### src/rtl/fp_mult_round_pack.sv
// Two-stage single-precision multiplier back end: classify, normalize, round to nearest even, saturate and pack.
// Valid/ready semantics: a transfer occurs on a rising edge where valid & ready; valid is held with stable data until the transfer.
module fp_mult_round_pack (
  input  logic        clk,
  input  logic        rst,
  input  logic        in_valid,
  output logic        in_ready,
  input  logic [31:0] in_a,
  input  logic [31:0] in_b,
  input  logic [47:0] in_prod,
  output logic        out_valid,
  input  logic        out_ready,
  output logic [31:0] out_result,
  output logic [3:0]  out_flags
);

  typedef enum logic [1:0] {SpecNone, SpecNan, SpecInf, SpecZero} specCode_t;

  logic        s1Valid, s1Sign, s1Guard, s1Sticky;
  logic [22:0] s1Mant;
  logic [9:0]  s1Exp;
  specCode_t   s1Special;

  logic        s2Valid;
  logic [31:0] s2Result;
  logic [3:0]  s2Flags;

  logic s1Load, s2Load;

  assign s2Load    = !s2Valid || out_ready;
  assign s1Load    = !s1Valid || s2Load;
  assign in_ready  = s1Load;
  assign out_valid = s2Valid;
  assign out_result = s2Result;
  assign out_flags  = s2Flags;

  // Stage 1: classification, sign, exponent sum and normalization.
  logic [7:0]  aExp, bExp;
  logic        aZero, bZero, aInf, bInf, aNan, bNan;
  specCode_t   specNext;
  logic [9:0]  expNext;
  logic [22:0] mantNext;
  logic        guardNext, stickyNext;

  assign aExp  = in_a[30:23];
  assign bExp  = in_b[30:23];
  assign aZero = (aExp == 8'd0);
  assign bZero = (bExp == 8'd0);
  assign aInf  = (aExp == 8'hFF) && (in_a[22:0] == 23'd0);
  assign bInf  = (bExp == 8'hFF) && (in_b[22:0] == 23'd0);
  assign aNan  = (aExp == 8'hFF) && (in_a[22:0] != 23'd0);
  assign bNan  = (bExp == 8'hFF) && (in_b[22:0] != 23'd0);

  always_comb begin
    specNext   = SpecNone;
    expNext    = {2'b00, aExp} + {2'b00, bExp} - 10'd127 + {9'd0, in_prod[47]};
    mantNext   = in_prod[45:23];
    guardNext  = in_prod[22];
    stickyNext = |in_prod[21:0];
    if (in_prod[47]) begin
      mantNext   = in_prod[46:24];
      guardNext  = in_prod[23];
      stickyNext = |in_prod[22:0];
    end
    if (aNan || bNan || (aInf && bZero) || (bInf && aZero)) specNext = SpecNan;
    else if (aInf || bInf)                                 specNext = SpecInf;
    else if (aZero || bZero)                               specNext = SpecZero;
  end

  // Stage 2: round, then saturate against the post-round exponent.
  logic        roundUp;
  logic [23:0] mantRnd;
  logic [9:0]  expFinal;
  logic [31:0] resultNext;
  logic [3:0]  flagsNext;

  assign roundUp  = s1Guard && (s1Sticky || s1Mant[0]);
  assign mantRnd  = {1'b0, s1Mant} + {23'd0, roundUp};
  assign expFinal = s1Exp + {9'd0, mantRnd[23]};

  always_comb begin
    resultNext = {s1Sign, expFinal[7:0], mantRnd[22:0]};
    flagsNext  = {3'b000, s1Guard || s1Sticky};
    case (s1Special)
      SpecNan: begin
        resultNext = 32'h7FC00000;
        flagsNext  = 4'b1000;
      end
      SpecInf: begin
        resultNext = {s1Sign, 8'hFF, 23'd0};
        flagsNext  = 4'b0000;
      end
      SpecZero: begin
        resultNext = {s1Sign, 31'd0};
        flagsNext  = 4'b0000;
      end
      default: begin
        if ($signed(expFinal) >= 10'sd255) begin
          resultNext = {s1Sign, 8'hFF, 23'd0};
          flagsNext  = 4'b0101;
        end else if ($signed(expFinal) <= 10'sd0) begin
          resultNext = {s1Sign, 31'd0};
          flagsNext  = 4'b0011;
        end
      end
    endcase
  end

  always_ff @(posedge clk) begin
    if (rst) s1Valid <= 1'b0;
    else if (s1Load) s1Valid <= in_valid;
  end

  always_ff @(posedge clk) begin
    if (s1Load && in_valid) begin
      s1Sign    <= in_a[31] ^ in_b[31];
      s1Special <= specNext;
      s1Exp     <= expNext;
      s1Mant    <= mantNext;
      s1Guard   <= guardNext;
      s1Sticky  <= stickyNext;
    end
  end

  // Output registers are cleared on reset so the idle port reads as zero.
  always_ff @(posedge clk) begin
    if (rst) begin
      s2Valid  <= 1'b0;
      s2Result <= 32'd0;
      s2Flags  <= 4'd0;
    end else if (s2Load) begin
      s2Valid <= s1Valid;
      if (s1Valid) begin
        s2Result <= resultNext;
        s2Flags  <= flagsNext;
      end
    end
  end

endmodule

### config.mk
export PLATFORM = sky130hd
export DESIGN_NAME = fp_mult_round_pack
export DESIGN_NICKNAME = d
export VERILOG_FILES = /design/src/rtl/fp_mult_round_pack.sv
export SDC_FILE = /design/constraint.sdc
export NUM_CORES = 1
export LEC_CHECK = 0
export ABC_CLOCK_PERIOD_IN_PS = 5900
export BUFFER_PORTS_ARGS = -buffer_cell sky130_fd_sc_hd__buf_2
export CAP_MARGIN = 20
export CORE_MARGIN = 4
export CORE_UTILIZATION = 54
export CTS_CLUSTER_SIZE = 20
export DETAILED_ROUTE_END_ITERATION = 16
export GPL_ROUTABILITY_DRIVEN = 0
export PLACE_DENSITY = 0.86
export SKIP_LAST_GASP = 1
export SYNTH_ARGS = -nofsm -noshare
export SYNTH_HDL_FRONTEND = slang
export SYNTH_SLANG_ARGS = --single-unit
### constraint.sdc
create_clock -name clk -period 5.9 [get_ports clk]
set_clock_uncertainty 0.2 [all_clocks]
set_input_delay 0.295 -clock clk [delete_from_list [all_inputs] [get_ports clk]]
set_output_delay 0.295 -clock clk [all_outputs]
set_load 0.01 [all_outputs]
==> results.yml <==
status:
  outcome: "finished, final reports clean"
floorplanning:
  die_x_microns: 97.4
  ioPinCount: 154
  coreArea_sq_um: 7730
  initial_core_util_pct: 55.8
  num_rows: 32
  chipHeight_microns: 97.4
  dieArea_sq_um: 9480
logic_synthesis:
  seq_area_frac_synth_pct: 44.1
  synth-edff-count: 38
  synth_top_cell_by_area: "edfxtp_1"
  syn-num-nets: 566
  synthTopCellsByArea: "edfxtp_1 (26%), dfxtp_1 (18%), ha_1 (7.0%), mux2_2 (6.3%), nand2_1 (4.5%)"
  synth_ff_type: "edfxtp_1"
  ys_ff_latch: 76
  ys_async_sr_fraction_pct: 0
  synthTopCellsByCount: "nand2_1 (52), dfxtp_1 (38), edfxtp_1 (38), ha_1 (24), mux2_2 (24)"
  yosysWarnings: 0
  synth.avg_cell_area_sq_um: 10.1
  synth_cells: 425
  syn_area_sq_um: 4310
  synth_cell_types: 53
  synth_top_area_share_pct: 26.5
  synth.most_common_cell: "nand2_1"
setup_path:
  worstPathRequired_ns: 5.98
  r2r_start: "s1Mant[6]$_DFFE_PP_"
  critPathTopFamily: "simple AND/OR/NAND/NOR gates"
  slowest_stage: "or3_4"
  cpMostUsedCell: "ha_1"
  r2r-end: "out_result[14]$_SDFFE_PP0P_"
  cp_slowest_stage_delay_ns: 0.58
  start_kind: "register"
  cp_num_buf_inv: 0
  end_kind: "register"
  reg2reg_depth: 12
  worstPathCellList: "nand4_1 -> nor3_1 -> and4_1 -> and3_1 -> ha_1 -> ha_1 -> a21o_1 -> a21oi_1 -> a211o_1 -> a31o_1 -> or3_4 -> o21ai_2"
  ff2ff_setup_slack_ns: 1.98
  path_class: "register to register"
  crit_arrival_ns: 4.00
  crit_fanout: 23
drt:
  wl_microns: 11200
  dr.pass1.iters: 4
  drt-initial-drc-count: 189
  routedWlPerCell_microns: 16.4
  ant_nets: 0
  drc: 0
  viasPerCell: 5.62
  vias: 3836
cts:
  cts_buffers: 9
  cts_max_path_buffers: 2
  post-cts-setup-buffers: 0
  tritoncts: "built"
  ctsRootBufferMaster: "clkbuf_8"
  insertion_delay_ns: 0.35
  cts_resized: 0
  h-tree-depth: 3
  cts.sinks: 76
  clkSlewWorstSetupHoldPaths_ns: 0.09
placement:
  place_ws_ns: 2.08
  numPortBuffers: 153
  dp_hpwl_microns: 8960
  dpl.cell_count: 666
  place_area_sq_um: 5130
grt:
  gr-total-overflow: 0
  grt_pass1_wl_microns: 17700
  first_global_vias: 3906
  antenna_found_initial: 0
  grt_start_max_net_pins: 39
  grt_usage_pct: 23.2
sta:
  worst_slack_ns: 1.98
  hold_violations: 0
  rsz0062_at_grt: "no"
  timing.final.crit_share_pct: 66.4
  max_freq_mhz: 255
  fin_setup_tns_ns: 0
  relSlewSlack_pct: 58.4
  fin_crit_ns: 3.92
  setup_viol: 0
  maxSlewViolCount: 0
  worst_pin_slew_ns: 0.620
layout:
  layout-drive-gt1-share_pct: 38.0
  final_area_sq_um: 5350
  final_cells: 683
  num_antenna_cells: 0
  syn_to_final_growth_pct: 24.1
  final_nets: 717
pwr:
  powerDensity_nw_per_um2: 232
  max-vdd-ir-drop_mv: 0.107
  p_total_uw: 1240
  leakage_uw: 0.00231
worst_hold_path:
  worstHoldStart: "in_a[31]"
  min_to: "s1Sign$_DFFE_PP_"
  holdCritPathClass: "input port to register"
  min_path_cells: 2
run:
  maxCapViolations: 0
==> layout by cell type, fill, tap and decap left out, types with 2 or more instances in the layout <==
master,n
or3_4,2
a22oi_1,6
nand4_1,13
nand2_1,52
dfxtp_1,38
o22ai_1,2
a21o_1,3
edfxtp_1,38
nand3_1,14
xnor2_1,15
o21ai_1,3
and2_1,6
o311ai_0,2
xor2_1,22
a211oi_1,2
inv_1,19
mux2_2,24
ha_1,24
a211o_1,3
or3_1,2
and3_1,4
o21ai_2,19
clkinv_4,2
a21oi_1,15
nor2b_1,2
nor3_1,7
nor2_1,18
buf_2,153
buf_4,2
o21ai_0,9
and4_1,6
inv_6,3
nor4_1,20
clkbuf_8,9
==> per-layer routing <==
metal  GRT usage (%)  up-vias  share of wire [%]
met3            5.10       27                7.0
met5               0        -                  0
li1                -     1866                  -
met2            43.5      173                 53
met1            24.2     1770                 37
met4            11.5        0                3.5
==> area by class of cell <==
| type | instances | area, sq um |
|---|---|---|
| timing repair buffer | 156 | 791 |
| clock inverter | 7 | 81.3 |
| clock buffer | 9 | 124 |
| sequential | 76 | 1900 |
| multi-input combinational | 314 | 2250 |
| inverter | 19 | 71.3 |
| tap | 102 | 128 |
| fill | 571 | 2380 |
==> kinds of logic after synthesis <==
group / synth area share (%)
flops: 44.1
xor+xnor: 7.52
simple gates: 18.5
mux: 6.27
compound gates: 12.5
fa+ha+maj: 7.43
buf+inv: 3.63
==> how the worst max path moves through the flow <==
stage                              startpoint                          end  slack, ns  cells after the start
after floorplan            s1Sticky$_DFFE_PP_  out_result[22]$_SDFFE_PP0P_       2.44                     15
after global placement    s1Mant[6]$_DFFE_PP_   out_result[3]$_SDFFE_PP0P_       2.20                     12
after detailed placement  s1Mant[6]$_DFFE_PP_   out_result[4]$_SDFFE_PP0P_       2.08                     12
after CTS                 s1Mant[6]$_DFFE_PP_  out_result[14]$_SDFFE_PP0P_       1.99                     12
after global routing      s1Mant[6]$_DFFE_PP_   out_result[4]$_SDFFE_PP0P_       1.64                     12
final                     s1Mant[6]$_DFFE_PP_  out_result[14]$_SDFFE_PP0P_       1.98                     12
==> metrics by stage <==
stage / utilization, % / hold slack [ns]
after floorplan: - / 0.212
after global placement: 66.5 / 0.234
after detailed placement: 66.5 / 0.243
after CTS: 69.2 / 0.0395
after global routing: 69.2 / 0.0440
final: 69.2 / 0.0564
==> timing repair <==
action / CTS / global route
hold endpoints to repair: 1 / 0
setup endpoints to repair: 0 / 0
hold buffers: 1 / 0
==> flip-flops by register name, indices dropped and copies added, names as in the netlist <==
signal      count
out_result     32
s1Mant         23
s1Exp          10
out_flags       4
s1Special       2
out_valid       1
s1Guard         1
s1Sign          1
s1Sticky        1
s1Valid         1
==> power breakdown <==
group          internal, uW  switching [uW]  total, uW
sequential              596            36.4        632
clock                   201             199        400
combinational           103             109        211
(Power assumes the default switching activity.)
